File: config.mk
export PLATFORM = sky130hd
export DESIGN_NAME = ball_datapath
export DESIGN_NICKNAME = d
export VERILOG_FILES = /design/src/rtl/game_pkg.sv /design/src/rtl/rate_divider.sv /design/src/rtl/ball_datapath.sv
export SDC_FILE = /design/constraint.sdc
export NUM_CORES = 1
export LEC_CHECK = 0
export ABC_CLOCK_PERIOD_IN_PS = 3050
export CORE_MARGIN = 4
export CORE_UTILIZATION = 35
export DETAILED_ROUTE_END_ITERATION = 7
export PLACE_DENSITY = 0.61
export SYNTH_ARGS = -nofsm -noshare
export SYNTH_HDL_FRONTEND = slang
export SYNTH_HIERARCHICAL = 1
export SYNTH_SLANG_ARGS = --single-unit
File: constraint.sdc
create_clock -name clock -period 3.05 [get_ports clock]
set_clock_uncertainty 0.15 [all_clocks]
set_input_delay 0.4575 -clock clock [delete_from_list [all_inputs] [get_ports clock]]
set_output_delay 0.4575 -clock clock [all_outputs]
set_load 0.02 [all_outputs]
File: src/rtl/game_pkg.sv
// Shared constants for the colour-wheel game: palette, screen geometry, LFSR seed.
package game_pkg;

  localparam logic [2:0] COL_BLUE   = 3'b001;
  localparam logic [2:0] COL_GREEN  = 3'b010;
  localparam logic [2:0] COL_YELLOW = 3'b110;
  localparam logic [2:0] COL_RED    = 3'b100;
  localparam logic [2:0] BG_COLOUR  = 3'b000;

  localparam logic [7:0] BALL_X    = 8'd78;
  localparam logic [6:0] Y_START   = 7'd0;
  localparam logic [6:0] Y_LAND    = 7'd119;
  localparam logic [7:0] LFSR_SEED = 8'hA5;

  function automatic logic [2:0] col_from_bits(input logic [1:0] sel);
    case (sel)
      2'b00:   return COL_BLUE;
      2'b01:   return COL_GREEN;
      2'b10:   return COL_YELLOW;
      default: return COL_RED;
    endcase
  endfunction

endpackage

File: src/rtl/rate_divider.sv
// Down-counter frame tick generator: 1-cycle tick when the count hits 0 while enabled.
// Reload restarts the period without emitting a tick; disabled holds the count.
module rate_divider #(
  parameter int             W      = 20,
  parameter logic [W-1:0]   RELOAD = '1
) (
  input  logic clock,
  input  logic resetn,
  input  logic en_i,
  input  logic reload_i,
  output logic tick_o
);

  logic [W-1:0] cnt_q;
  logic [W-1:0] cnt_d;

  assign tick_o = en_i && !reload_i && (cnt_q == '0);

  always_comb begin
    cnt_d = cnt_q;
    if (reload_i)        cnt_d = RELOAD;
    else if (tick_o)     cnt_d = RELOAD;
    else if (en_i)       cnt_d = cnt_q - 1'b1;
  end

  always_ff @(posedge clock or negedge resetn) begin
    if (!resetn) cnt_q <= RELOAD;
    else         cnt_q <= cnt_d;
  end

endmodule

File: src/rtl/ball_datapath.sv
// Game datapath: frame tick, frame count, 4x4 sprite walk, falling ball y and colour LFSR.
// VGA x/y/colour are combinational from registered state; plot is write_en delayed one clock.
module ball_datapath
  import game_pkg::*;
#(
  parameter int CLK_PER_FRAME = 833334
) (
  input  logic       clock,
  input  logic       resetn,
  input  logic       rate_en,
  input  logic       frames_en,
  input  logic       reset_en,
  input  logic       auto_reset,
  input  logic       enable_y,
  input  logic       enable_cnt,
  input  logic       select_col,
  input  logic       write_en,
  input  logic       new_col_en,
  input  logic [6:0] speed,
  output logic [3:0] counter,
  output logic [4:0] frames,
  output logic [7:0] x_out,
  output logic [6:0] y_out,
  output logic [2:0] colour,
  output logic       plot,
  output logic [6:0] ball_y,
  output logic [2:0] ball_col,
  output logic       landed
);

  localparam int         DIV_W      = (CLK_PER_FRAME > 1) ? $clog2(CLK_PER_FRAME) : 1;
  localparam logic [DIV_W-1:0] DIV_RELOAD = DIV_W'(CLK_PER_FRAME - 1);

  logic       tick;
  logic [3:0] counter_q, counter_d;
  logic [4:0] frames_q,  frames_d;
  logic [6:0] ball_y_q,  ball_y_d;
  logic [2:0] ball_col_q, ball_col_d;
  logic [7:0] lfsr_q,    lfsr_d;
  logic       plot_q;
  logic [2:0] step;
  logic [7:0] y_sum;
  logic       unused_speed;

  rate_divider #(
    .W      (DIV_W),
    .RELOAD (DIV_RELOAD)
  ) u_rate_divider (
    .clock    (clock),
    .resetn   (resetn),
    .en_i     (rate_en),
    .reload_i (auto_reset),
    .tick_o   (tick)
  );

  // Only the low three speed bits set the step; zero still moves one row.
  assign unused_speed = ^speed[6:3];
  assign step  = (speed[2:0] == 3'd0) ? 3'd1 : speed[2:0];
  assign y_sum = {1'b0, ball_y_q} + {5'd0, step};

  always_comb begin
    frames_d = frames_q;
    if (auto_reset)            frames_d = 5'd0;
    else if (reset_en)         frames_d = 5'd0;
    else if (tick && frames_en) frames_d = frames_q + 5'd1;
  end

  always_comb begin
    counter_d = counter_q;
    if (auto_reset)      counter_d = 4'd0;
    else if (enable_cnt) counter_d = counter_q + 4'd1;
  end

  always_comb begin
    ball_y_d = ball_y_q;
    if (auto_reset)             ball_y_d = Y_START;
    else if (tick && enable_y)  ball_y_d = (y_sum >= {1'b0, Y_LAND}) ? Y_LAND : y_sum[6:0];
  end

  always_comb begin
    lfsr_d     = {lfsr_q[6:0], lfsr_q[7] ^ lfsr_q[5] ^ lfsr_q[4] ^ lfsr_q[3]};
    ball_col_d = new_col_en ? col_from_bits(lfsr_q[1:0]) : ball_col_q;
  end

  always_ff @(posedge clock or negedge resetn) begin
    if (!resetn) begin
      counter_q  <= 4'd0;
      frames_q   <= 5'd0;
      ball_y_q   <= Y_START;
      ball_col_q <= COL_BLUE;
      lfsr_q     <= LFSR_SEED;
      plot_q     <= 1'b0;
    end else begin
      counter_q  <= counter_d;
      frames_q   <= frames_d;
      ball_y_q   <= ball_y_d;
      ball_col_q <= ball_col_d;
      lfsr_q     <= lfsr_d;
      plot_q     <= write_en;
    end
  end

  assign counter  = counter_q;
  assign frames   = frames_q;
  assign ball_y   = ball_y_q;
  assign ball_col = ball_col_q;
  assign plot     = plot_q;
  assign landed   = (ball_y_q >= Y_LAND);
  assign x_out    = BALL_X + {6'd0, counter_q[1:0]};
  assign y_out    = ball_y_q + {5'd0, counter_q[3:2]};
  assign colour   = select_col ? BG_COLOUR : ball_col_q;

endmodule

=== Word level (Yosys, flattened, before mapping) ===
Cells that the tools add are included.

* $add $sub $neg: 6
* Multiplexer cells: 14
* Eq/ne operators: 2
* Bitwise operators: 3
* Order comparisons: 2
* Reductions and logical operators: 12

{| class="wikitable"
|+ Operators by type and width
! operator !! number
|-
| 2-to-1 mux 20 bit || 3
|-
| 2-to-1 mux 7 bit || 3
|-
| logical NOT 20 bit || 1
|-
| subtractor 20 x 1 -> 20 bit, second input constant || 1
|-
| 2-to-1 mux 5 bit || 3
|-
| one-hot mux 3 bit (3 select lines) || 1
|-
| adder 7 x 2 -> 8 bit, first input constant || 1
|-
| adder 7 x 3 -> 8 bit || 1
|-
| greater-or-equal comparator 8 x 7 -> 1 bit, second input constant || 1
|-
| 2-to-1 mux 4 bit || 2
|-
| adder 7 x 2 -> 7 bit || 1
|-
| greater-or-equal comparator 7 bit, second input constant || 1
|-
| 2-to-1 mux 3 bit || 2
|-
| nonzero test 3 bit || 2
|-
| adder 5 x 1 -> 5 bit, second input constant || 1
|-
| adder 4 x 1 -> 4 bit, second input constant || 1
|-
| logical AND 1 bit || 4
|-
| nonzero test 2 bit || 2
|-
| logical NOT 3 bit || 1
|-
| XOR 1 bit || 3
|-
| == test 2 x 1 -> 1 bit, second input constant || 1
|-
| == test 2 bit, second input constant || 1
|-
| logical NOT 2 bit || 1
|-
| logical NOT 1 bit || 1
|}

* Register bits after elaboration: 48
* Output and inout bits: 39
* Logic and storage cells: 46
* Input bits: 18

=== Logic depth before layout (Yosys ltp) ===
Gate-level depths: netlist (run 1).

* Word-level depth: 7
* Mapped depth: 10
* Mapped depth without buffers: 10

=== By module ===
The synthesis (run 1) kept the hierarchy.

{| class="wikitable"
|+ By module, submodules not included
! module !! cells an instance !! instances !! area an instance (um2) !! sequential area each (um2)
|-
| ball_datapath || 157 || 1 || 1,609.0 || 706.9
|-
| rate_divider || 124 || 1 || 1,149.9 || 515.5
|}

=== Least setup slack after synthesis (run 1) ===
No wires, ideal clock.

* Path kind: input-to-reg
* Start point: in speed[0]
* End point: reg ball_y_q[0] (netlist: ball_y[0])
* Stages: 8
* Path slack: 505 ps
* Arrival time: 2,271 ps
* Library setup time: 124 ps
* Buffers on the path: 0
* Data required time: 2,776 ps
* Cell sequence: o21bai_1 > ha_1 > fa_1 > xnor2_1 > a2111oi_1 > a2111oi_2 > o22ai_2 > o31a_1

* Word-level cells in the longest chain between the ends: 7

{| class="wikitable"
|+ Ends and longest elaborated chain
! what !! line !! source
|-
| start, declared || ball_datapath.sv:19 || <nowiki>input logic [6:0] speed,</nowiki>
|-
| logical NOT 3 bit || ball_datapath.sv:58 || <nowiki>assign step = (speed[2:0] == 3'd0) ? 3'd1 : speed[2:0];</nowiki>
|-
| 2-to-1 mux 3 bit * || ball_datapath.sv:58 ||
|-
| adder 7 x 3 -> 8 bit * || ball_datapath.sv:59 || <nowiki>assign y_sum = {1'b0, ball_y_q} + {5'd0, step};</nowiki>
|-
| greater-or-equal comparator 8 x 7 -> 1 bit || ball_datapath.sv:77 || <nowiki>else if (tick && enable_y) ball_y_d = (y_sum >= {1'b0, Y_LAND}) ? Y_LAND : y_sum[6:0];</nowiki>
|-
| 2-to-1 mux 7 bit * (2 in a row) || ball_datapath.sv:77 ||
|-
| 2-to-1 mux 7 bit * || ball_datapath.sv:76 || <nowiki>if (auto_reset) ball_y_d = Y_START;</nowiki>
|-
| end signal, assigned || ball_datapath.sv:96 || <nowiki>ball_y_q <= ball_y_d;</nowiki>
|-
| end, declared || ball_datapath.sv:37 || <nowiki>logic [6:0] ball_y_q, ball_y_d;</nowiki>
|}

Mark *: on every way between the ends. The rest lies on a longest branch, timed or not. The select of a mux whose other input is x is not followed.
A chain may end at the register's enable or synchronous reset.

=== Worst setup path after layout (run 1) ===
* Start point: reg ball_y_q[0] (netlist: ball_y[0])
* End point: out y_out[2]

* Word-level cells in the longest chain between the ends: 1

{| class="wikitable"
|+ Ends and longest elaborated chain
! what !! line !! source
|-
| adder 7 x 2 -> 7 bit || ball_datapath.sv:110 || <nowiki>assign y_out = ball_y_q + {5'd0, counter_q[3:2]};</nowiki>
|-
| end, declared || ball_datapath.sv:23 || <nowiki>output logic [6:0] y_out,</nowiki>
|}

No other way between the ends.

==> results.md, run 1 <==
* Status: finished clean
* Wirelength per Cell at about 14 um
* Detailed Routing Iterations Pass 1 at 4
* Initial cell density of the core at 35.9%
* Die X-Extent at about 97 um
* Global-route wire length before repair at between 10000 and 15000 um
* Total overflow reported by the global router at 0
* Largest buffer count on any clock path at 2
* Drt via density at 5.05
* Setup TNS after final layout at 0 ns
* Cell depth of the worst min-delay path at 0
* Maximum number of pins on one net before global-route repair at 36
* Flip-flop cell with the highest count after synthesis: dfrtp_1
* Number of synthesis warnings at 6
* Startpoint of the worst setup timing path: ball_y[0]
* Total of buffers placed on input and output ports at 49
* #FFs+latches synth at 48
* Final Power at ~1.2 mW
* Post-Syn Instances at 281
* Worst-path cell chain: ha_1 > inv_1 > fa_1 > xnor2_1 > clkdlybuf4s50_1
* Syn Area/Cell at 9.82 sq um
* Area of the core region at 7690 sq um
* Shortest period the worst path allows at approximately 2.8 ns
* Total routing usage reported by global routing at between 10% and 20%
* Worst reg-to-reg path cell count at 7
* Yosys top cell by area: dfrtp_1
* CTS Root Buffer Type: clkbuf_8
* Top post-synthesis cells by area: dfrtp_1 (28%), dfstp_2 (16%), ha_1 (5.0%), xor2_1 (3.5%), nand2_1 (3.4%)
* Startpoint of the worst-slack reg-to-reg timing path: ball_y[0]
* Sequential cell area fraction in the yosys report at roughly 44%
* VDD IR max at 164 uV
* Launching element type of the critical path: flop
* Total half-perimeter wirelength after legalization and detailed placement at roughly 4300 um
* Count of antenna diodes in the layout at 0
* Synth Cell Area at 2760 sq um
* CTS tree: built
* Crit path depth at 5
* Worst stage delay on the critical path at between 0.6 and 0.7 ns
* Setup repair after global routing missed its margin: no
* Count of routing violations after the opening detailed-route iteration at 99
* Actual slew at the worst max-slew pin at 0.500 ns
* Maximum net fanout on the critical path at 5
* Number of unique standard cell types used by synthesis at 65
* Worst hold path type: reg -> reg
* Setup slack of the worst register-to-register path at approximately 0.47 ns
* Max-Slew Margin vs Limit at 65.8%
* Hold path startpoint: lfsr_q[6]
* Ys async rst share at 100%
* Number of buffers added for setup after CTS at 0
* Final nets at 366
* Worst Setup Path Type: reg -> out
* Static Leak at 1.38 nW
* Arrival time of data at the critical path endpoint at 2.23 ns
* P per Cell Area at approximately 340 nW/um^2
* Total count of max-transition violations in the final report at 0
* Clock input transition at the sequential cells of the worst setup and hold paths at ~0.090 ns
* Die Footprint at 9370 sq um
* Depth of the CTS H-tree at 2
* Sort of element at the end of the critical path: primary output
* Total via count in the routed design at 2210
* Number of failing setup endpoints in the final timing report at 0
* Number of cell rows at 32
* Number of antenna violations at the first check in global routing at 0
* Relative area change from synthesis to final layout at 25.8%
* Max Freq at about 350 MHz
* Setup ws final at roughly 0.22 ns
* Highest-delay cell along the critical path: clkdlybuf4s50_1
* Number of violations of the max-capacitance limit at 0
* Fraction of the cycle the final worst path needs at 92.9%
* Drt total wl at around 6000 um
* Final-layout fill cell count at approximately 770
* DR DRC count at 0
* Crit path required time at 2.44 ns
* Number of clock sinks seen by CTS at 48
* Area fraction of the dominant cell type after synthesis at 28.1%
* Final hold violation count at 0
* Layout cell share with drive strength beyond 1 at between 10% and 20%
* Die Y at 96.8 um
* Crit path buf inv count at 2
* EDFF count, synth at 0
* Via count of the first global-routing pass at around 2.2k
* Insertion delay of the later-clocked pin in the worst-skew pair at 0.30 ns
* Pre-CTS WS at -0.0753 ns
* Category of cells accounting for the largest share of critical-path delay: buffers and inverters
* Final weighted congestion of routability-driven global placement at 0.813
* TritonCTS Buffers at 5
* Io pins at 57
* Antenna-violating nets left at 0
flip-flops by register name, indices dropped and copies added (netlist names):
name and cells:
ball_col 3, ball_y 7, counter 4, frames 5
lfsr_q 8, plot 1, u_rate_divider/cnt_q 20
layout make-up:
type / count / area (sq um) / share of cell area, %
multi-input cells: 209 / 1420 / 40.8
flip-flops and latches: 48 / 1220 / 35.2
repair buffers: 59 / 564 / 16.3
well taps: 102 / 128 / 3.68
clock buffers: 7 / 86.3 / 2.49
inverters: 12 / 45.0 / 1.30
clock inverters: 1 / 8.76 / 0.252
cell usage in the layout, fill, tap and decap left out, drive strengths merged, types with 2 or more instances in the layout:
master | netlist | final
o21bai | 3 | 3
o31a | 3 | 3
nand2 | 25 | 25
nand4 | 3 | 3
or2 | 3 | 3
fa | 2 | 2
dfstp | 17 | 17
o21a | 3 | 3
buf | 9 | 10
a21oi | 11 | 11
mux2 | 2 | 2
nand3 | 14 | 14
clkdlybuf4s50 | 0 | 46
mux2i | 2 | 2
o22ai | 3 | 3
clkbuf | 4 | 7
clkinv | 1 | 2
ha | 11 | 11
and3 | 5 | 5
nor2 | 24 | 24
dfrtp | 31 | 31
conb | 2 | 3
a21o | 2 | 2
or3 | 7 | 7
nor2b | 4 | 4
or4 | 3 | 3
o21ai | 10 | 10
inv | 11 | 11
nor4b | 2 | 2
nor4 | 4 | 4
o31ai | 3 | 3
xor2 | 11 | 11
a31oi | 4 | 4
a2111oi | 3 | 3
and4 | 2 | 2
xnor2 | 9 | 9
nor3 | 15 | 15
layer usage:
layer / track usage [%] / routed length [um]
met4: 2.92 / 46
met1: 17.3 / 2860
met3: 3.24 / 334
met5: 0 / 0
met2: 20.4 / 2750
per-stage QoR:
| step | util (%) | hold WS (ns) | cell area (sq um) | instances |
|---|---|---|---|---|
| 4_1_cts | 45.1 | 0.203 | 3470 | 438 |
| 3_3_place_gp | 43.8 | 0.193 | 3360 | 429 |
| 3_5_place_dp | 43.8 | 0.193 | 3360 | 429 |
| 6_report | 45.1 | 0.200 | 3470 | 438 |
| 5_1_grt | 45.1 | 0.211 | 3470 | 438 |
| 2_1_floorplan | - | 0.0119 | 2760 | 282 |
power breakdown:
| part | switching, mW | internal [mW] | leakage (nW) |
|---|---|---|---|
| logic | 0.0684 | 0.0539 | 0.731 |
| clock network | 0.212 | 0.186 | 0.0484 |
| registers | 0.0102 | 0.646 | 0.606 |
| total | 0.291 | 0.886 | 1.38 |
path summary, 6_finish.rpt:
path,endpoint
setup / recovery,y_out[2]
hold / removal,lfsr_q[7]
setup reg to reg,ball_y[0]
hold reg to reg,lfsr_q[7]
max in group asynchronous,u_rate_divider/cnt_q[5]
min in group asynchronous,u_rate_divider/cnt_q[11]
timing repair:
item / CTS / global route
endpoints found under the hold margin: 5 / 0
hold buffers: 1 / 0
endpoints found under the setup margin: 1 / 1
resized for setup: 1 / 1
synthesized netlist by cell type, types with 8 or more instances:
cell      n
nor3_1   14
xnor2_1   9
nor2_1   23
xor2_1   11
dfstp_2  17
inv_1    11
buf_4     8
nand3_1  13
nand2_1  25
o21ai_0   9
a21oi_1  10
ha_1     11
dfrtp_1  31
cells by family (layout without fill, tap and decap cells):
logic type,after synthesis,count (layout),synth area share (%)
multiplexers,4,4,1.54
AO/OA/AOI/OAI,53,53,13.4
XOR/XNOR,20,20,6.35
other,2,3,0.272
AND/OR/NAND/NOR,116,116,23.2
buffers and inverters,25,79,4.53
adder cells (fa/ha/maj),13,13,6.44
flip-flops,48,48,44.3
(Power assumes the default switching activity.)
==> inputs of run 2 (changes only) <==
==> constraint.sdc (replaced) <==
create_clock -name clock -period 3.05 [get_ports clock]
set_clock_uncertainty 0.15 [all_clocks]
set_input_delay 0.4575 -clock clock [delete_from_list [all_inputs] [get_ports clock]]
set_output_delay 0.4575 -clock clock [all_outputs]
set_load 0.005 [all_outputs]
==> run 2 against run 1 <==
- register-to-register slack got worse by 0.11 ns
- die area unchanged
- clock power increased by 16%
- design area increased by 1.0%
- sequential share of layout area decreased by 0.33 points
- flip-flop and latch count unchanged
- first-iteration DRC count decreased by 27%
- combinational power decreased by 12%
- critical path depth increased by 4
==> results.md, run 2 (synthesized netlist as in run 1, its figures left out) <==
* Category of cells accounting for the largest share of critical-path delay: compound AO/OA/AOI/OAI gates
* Number of failing setup endpoints in the final timing report at 0 (unchanged)
* Worst-path cell chain: clkdlybuf4s50_1 > o21bai_1 > ha_1 > fa_1 > xnor2_1 > a2111oi_1 > a2111oi_2 > o22ai_2 > o31a_1
* Drt via density at 5.08 (+0.63%)
* Fraction of the cycle the final worst path needs at 93.9% (+1.0 points)
* Placement Cell Area at 3360 sq um (unchanged)
* Worst reg-to-reg path cell count at 8 (+1)
* Highest-count cells in the layout ignoring fill and taps: clkdlybuf4s50_1 (48), dfrtp_1 (30), nand2_1 (25), nor2_1 (23), dfstp_2 (17)
* CTS Root Buffer Type: clkbuf_8
* Max FFs per register at 20 (unchanged)
* Final nets at 368 (+0.55%)
* Static Leak at 1.38 nW (-0.62%)
* Status: finished clean
* Antenna-violating nets left at 0 (unchanged)
* Drt total wl at 6160 um (+3.0%)
* P per Cell Area at 350 nW/um^2 (+3.1%)
* Via count of the first global-routing pass at 2207 (+2.6%)
* Startpoint of the worst-slack reg-to-reg timing path: ball_y[0]
* VDD IR max at 261 uV (+59%)
* Relative area change from synthesis to final layout at 27.1%
* Global-route wire length before repair at 10300 um (+1.9%)
* Max-Slew Margin vs Limit at 66.6% (+0.80 points)
* Crit path depth at 9 (+4)
* Count of antenna diodes in the layout at 0 (unchanged)
* Launching element type of the critical path: input port
* Total count of max-transition violations in the final report at 0 (unchanged)
* TritonCTS Buffers at 5 (unchanged)
* Reg-to-reg endpoint: ball_y[0]
* Io pins at 57 (unchanged)
* Die X-Extent at 96.8 um (unchanged)
* Most flops, register: u_rate_divider/cnt_q
* Depth of the CTS H-tree at 2 (unchanged)
* Shortest period the worst path allows at 2.86 ns (+0.0304 ns)
* Total of buffers placed on input and output ports at 49 (unchanged)
* Most common cell after layout, fill and taps aside: clkdlybuf4s50_1
* Design Area, Final at 3510 sq um (+1.0%)
* Largest buffer count on any clock path at 2 (unchanged)
* Clock input transition at the sequential cells of the worst setup and hold paths at 0.09 ns (about the same)
* Die Y at 96.8 um (unchanged)
* Total half-perimeter wirelength after legalization and detailed placement at 4490 um (+3.6%)
* Sort of element at the end of the critical path: flop
* Max Freq at 349 MHz (-1.1%)
* Count of routing violations after the opening detailed-route iteration at 72 (-27%)
* Total routing usage reported by global routing at 13.1% (+0.35 points)
* Insertion delay of the later-clocked pin in the worst-skew pair at 0.31 ns (about the same)
* Area of the core region at 7690 sq um (unchanged)
* Initial cell density of the core at 35.9% (unchanged)
* Number of clock sinks seen by CTS at 48 (unchanged)
* Worst Setup Path Type: in -> reg
* Crit path buf inv count at 1 (-1)
* Number of cell rows at 32 (unchanged)
* Highest-delay cell along the critical path: clkdlybuf4s50_1
* Number of violations of the max-capacitance limit at 0 (unchanged)
* Actual slew at the worst max-slew pin at 0.488 ns (-0.0117 ns)
* Wirelength per Cell at 14.0 um (+2.5%)
* Setup slack of the worst register-to-register path at 0.36 ns (-0.11 ns)
* Total via count in the routed design at 2234 (+1.1%)
* CTS tree: built
* Number of antenna violations at the first check in global routing at 0 (unchanged)
* Die Footprint at 9370 sq um (unchanged)
* Maximum number of pins on one net before global-route repair at 36 (unchanged)
* Final Power at 1.23 mW (+4.2%)
* Worst stage delay on the critical path at 0.50 ns (-0.12 ns)
* Layout cell share with drive strength beyond 1 at 16.3% (+1.4 points)
* Detailed Routing Iterations Pass 1 at 4 (unchanged)
* Final hold violation count at 0 (unchanged)
* Crit path required time at 3.09 ns (+0.65 ns)
* Final weighted congestion of routability-driven global placement at 0.809 (-0.50%)
* Worst hold path type: reg -> reg
* Maximum net fanout on the critical path at 4 (-1)
* Setup repair after global routing missed its margin: no
* DR DRC count at 0 (unchanged)
* Arrival time of data at the critical path endpoint at 2.91 ns (+0.68 ns)
* Startpoint of the worst setup timing path: speed[1]
* Total overflow reported by the global router at 0 (unchanged)
* Capture point of the critical path: ball_y[0]
[run 2: cell type report]
class | instances | area [sq um]
multi-input combinational | 209 | 1420
fill | 759 | 4180
clock buffer | 5 | 68.8
inverter | 12 | 45.0
clock inverter | 3 | 42.5
sequential | 48 | 1220
tap | 102 | 128
timing repair buffer | 61 | 578
[run 2: power by group]
part	internal (mW)	switching, mW
sequential	0.646	0.0101
clock	0.243	0.220
combinational	0.0542	0.0527
[run 2: worst min path at each step]
stage / startpoint / end / cells past startpoint
floorplan: resetn / ball_col[1] / 0
global placement: lfsr_q[6] / lfsr_q[7] / 0
detailed placement: lfsr_q[6] / lfsr_q[7] / 0
CTS: lfsr_q[6] / lfsr_q[7] / 0
global route: lfsr_q[6] / lfsr_q[7] / 0
finish: lfsr_q[6] / lfsr_q[7] / 0
[run 2: layer usage]
metal / GRT usage [%] / routed length [um] / vias up
li1: - / - / 1107
met1: 17.1 / 2880 / 1067
met2: 21.3 / 2880 / 54
met3: 4.18 / 368 / 6
met4: 2.70 / 38 / 0
met5: 0 / 0 / -
[run 2: through the flow]
stage               cells  TNS [ns]  setup WS [ns]  hold slack (ns)  utilization, %
floorplan             282         0          0.511           0.0119               -
global placement      429    -0.108        -0.0542            0.192            43.8
detailed placement    429    -0.363         -0.121            0.197            43.8
CTS                   438         0         0.0247            0.210            45.3
global route          440         0         0.0499            0.223            45.6
finish                440         0          0.186            0.206            45.6
[run 2: what timing repair did]
action | CTS | global route
resized for setup | 0 | 2
endpoints found under the hold margin | 5 | 0
hold buffers | 1 | 0
setup endpoints to repair | 0 | 1
setup buffers | 0 | 2
==> inputs of run 3 (changes only) <==
--- a/config.mk
+++ b/config.mk
@@ -5,11 +5,12 @@
 export SDC_FILE = /design/constraint.sdc
 export NUM_CORES = 1
 export LEC_CHECK = 0
-export ABC_CLOCK_PERIOD_IN_PS = 3050
+export ABC_CLOCK_PERIOD_IN_PS = 2400
 export CORE_MARGIN = 4
 export CORE_UTILIZATION = 35
+export CTS_CLUSTER_SIZE = 10
 export DETAILED_ROUTE_END_ITERATION = 7
-export PLACE_DENSITY = 0.61
+export PLACE_DENSITY = 0.63
 export SYNTH_ARGS = -nofsm -noshare
 export SYNTH_HDL_FRONTEND = slang
 export SYNTH_HIERARCHICAL = 1
==> constraint.sdc (replaced) <==
create_clock -name clock -period 2.4 [get_ports clock]
set_clock_uncertainty 0.15 [all_clocks]
set_input_delay 0.36 -clock clock [delete_from_list [all_inputs] [get_ports clock]]
set_output_delay 0.36 -clock clock [all_outputs]
set_load 0.005 [all_outputs]
==> run 3 against run 2 <==
- the flow now finishes with violations (setup timing)
- wire length is 5.7% higher
- non-clock buffer count is 29 higher
- die area stayed put
- clock power is 6.7% higher
- design area is 9.2% higher
- first-iteration DRC count is 56% higher
- cell count is 6.4% higher
==> results.md, run 3 (synthesized netlist as in run 1, its figures left out) <==
* Cell depth of the worst min-delay path at 0 (unchanged)
* Final hold violation count at 0 (unchanged)
* Number of clock sinks seen by CTS at 48 (unchanged)
* Final weighted congestion of routability-driven global placement at 0.864 (+6.8%)
* Startpoint of the worst-slack reg-to-reg timing path: ball_y[0]
* Final-layout fill cell count at 714 (-5.9%)
* Static Leak at 1.57 nW (+14%)
* Total of buffers placed on input and output ports at 49 (unchanged)
* Max FFs per register at 20 (unchanged)
* Setup repair after global routing missed its margin: yes
* Max-Slew Margin vs Limit at 65.6% (-0.99 points)
* Maximum net fanout on the critical path at 4 (unchanged)
* Worst hold path type: reg -> reg
* Placement Cell Area at 3570 sq um (+6.0%)
* Count of antenna diodes in the layout at 0 (unchanged)
* Antenna-violating nets left at 0 (unchanged)
* Largest buffer count on any clock path at 2 (unchanged)
* Number of failing setup endpoints in the final timing report at 4 (+4)
* Final Power at 1.48 mW (+21%)
* Total count of max-transition violations in the final report at 0 (unchanged)
* Number of violations of the max-capacitance limit at 0 (unchanged)
* Launching element type of the critical path: flop
* Die Footprint at 9370 sq um (unchanged)
* Number of cell rows at 32 (unchanged)
* Via count of the first global-routing pass at 2352 (+6.6%)
* Fraction of the cycle the final worst path needs at 107%
* Sequential cell area at 1220 sq um (unchanged)
* Most flops, register: u_rate_divider/cnt_q
* VDD IR max at 286 uV (+9.7%)
* Initial cell density of the core at 35.9% (unchanged)
* Drt via density at 5.04 (-0.64%)
* Insertion delay of the later-clocked pin in the worst-skew pair at 0.30 ns (about the same)
* Multi-input logic area at 1540 sq um (+8.6%)
* Total via count in the routed design at 2361 (+5.7%)
* Setup TNS after final layout at -0.361 ns (-0.361 ns)
* Total routing usage reported by global routing at 14.1% (+1.1 points)
* Area of the core region at 7690 sq um (unchanged)
* Worst Setup Path Type: reg -> reg
* Non-filler instance count after layout at 468 (+6.4%)
* Detailed Routing Iterations Pass 1 at 4 (unchanged)
* Depth of the CTS H-tree at 2 (unchanged)
* DR DRC count at 0 (unchanged)
* Total half-perimeter wirelength after legalization and detailed placement at 4760 um (+5.9%)
* Sort of element at the end of the critical path: flop
* Clock input transition at the sequential cells of the worst setup and hold paths at 0.09 ns (about the same)
* Die Y at 96.8 um (unchanged)
* Count of placed standard cells including taps at 454 (+5.8%)
* Total overflow reported by the global router at 0 (unchanged)
* Violations in the final reports: setup timing
* TritonCTS Buffers at 5 (unchanged)
* Design Area, Final at 3830 sq um (+9.2%)
* Crit path required time at 2.43 ns (-0.66 ns)
* Highest-count cells in the layout ignoring fill and taps: clkdlybuf4s50_1 (39), buf_4 (38), dfrtp_1 (30), nand2_1 (24), nor2_1 (22)
* Relative area change from synthesis to final layout at 38.7%
* Status: finished with violations
* Drt total wl at 6520 um (+5.7%)
* Maximum number of pins on one net before global-route repair at 27 (-25%)
* Max Freq at 389 MHz
* End of the worst hold path: lfsr_q[7]
* Final core utilization at 49.8% (+4.2 points)
* Layout cell share with drive strength beyond 1 at 27.3% (+11 points)
* Worst reg-to-reg path cell count at 8 (unchanged)
* Count of routing violations after the opening detailed-route iteration at 112 (+56%)
* Wirelength per Cell at 13.9 um (-0.60%)
* Post-route worst hold slack at 0.222 ns (+0.0161 ns)
* Arrival time of data at the critical path endpoint at 2.60 ns (-0.31 ns)
* Shortest period the worst path allows at 2.57 ns
* Actual slew at the worst max-slew pin at 0.515 ns (+0.0275 ns)
* Die X-Extent at 96.8 um (unchanged)
* CTS tree: built
* P per Cell Area at 387 nW/um^2 (+11%)
* Pre-CTS WS at -0.531 ns (-0.410 ns)
* Setup slack of the worst register-to-register path at -0.17 ns (-0.53 ns)
* Number of antenna violations at the first check in global routing at 0 (unchanged)
* Reg-to-reg endpoint: ball_y[1]
* Final nets at 397 (+7.9%)
* Hold path startpoint: lfsr_q[6]
* Io pins at 57 (unchanged)
* Setup ws final at -0.169 ns (-0.355 ns)
* Most common cell after layout, fill and taps aside: clkdlybuf4s50_1
* CTS Root Buffer Type: clkbuf_8
* Global-route wire length before repair at 11200 um (+8.7%)
==> run 3: routing by layer <==
layer | wire length (um) | vias up | part of all wire (%) | GRT usage, %
li1 | - | 1165 | - | -
met1 | 3060 | 1143 | 47 | 19.3
met2 | 3160 | 48 | 48 | 23.4
met3 | 247 | 5 | 3.8 | 3.03
met4 | 45 | 0 | 0.69 | 2.38
met5 | 0 | - | 0 | 0
==> run 3: critical path, cell delays in order (launching register included) <==
cell       delay (ns)
dfrtp_1          0.40
buf_6            0.13
ha_4             0.16
fa_2             0.44
xnor2_4          0.24
a2111oi_4        0.08
a2111oi_4        0.36
o22ai_2          0.17
o31a_1           0.32
==> run 3: worst max path at each step <==
| stage | start | end | slack, ns | cells after the start |
|---|---|---|---|---|
| finish | ball_y[0] | ball_y[1] | -0.17 | 8 |
| floorplan | speed[0] | ball_y[0] | 0.04 | 8 |
| detailed placement | speed[1] | ball_y[1] | -0.53 | 9 |
| global placement | speed[1] | ball_y[0] | -0.48 | 9 |
| CTS | speed[2] | ball_y[1] | -0.12 | 9 |
| global route | ball_y[0] | ball_y[1] | -0.26 | 8 |
==> run 3: cell type report <==
type / instances / share of cell area [%]
Inverter: 12 / 1.18
Tap cell: 102 / 3.33
Clock buffer: 6 / 2.16
Timing Repair Buffer: 90 / 20.8
Multi-Input combinational cell: 209 / 40.3
Clock inverter: 1 / 0.229
Sequential cell: 48 / 32.0
==> run 3: what timing repair did <==
action / CTS / global route
hold buffers: 1 / 0
endpoints found under the setup margin: 11 / 10
pin swaps: 2 / 13
hold endpoints to repair: 17 / 0
resized for setup: 12 / 25
setup buffers: 3 / 3
==> run 3: power breakdown <==
part,internal [mW],switching [mW],leakage (nW),total (mW)
logic,0.0800,0.0730,0.921,0.153
clock network,0.230,0.263,0.0473,0.494
registers,0.821,0.0132,0.604,0.834
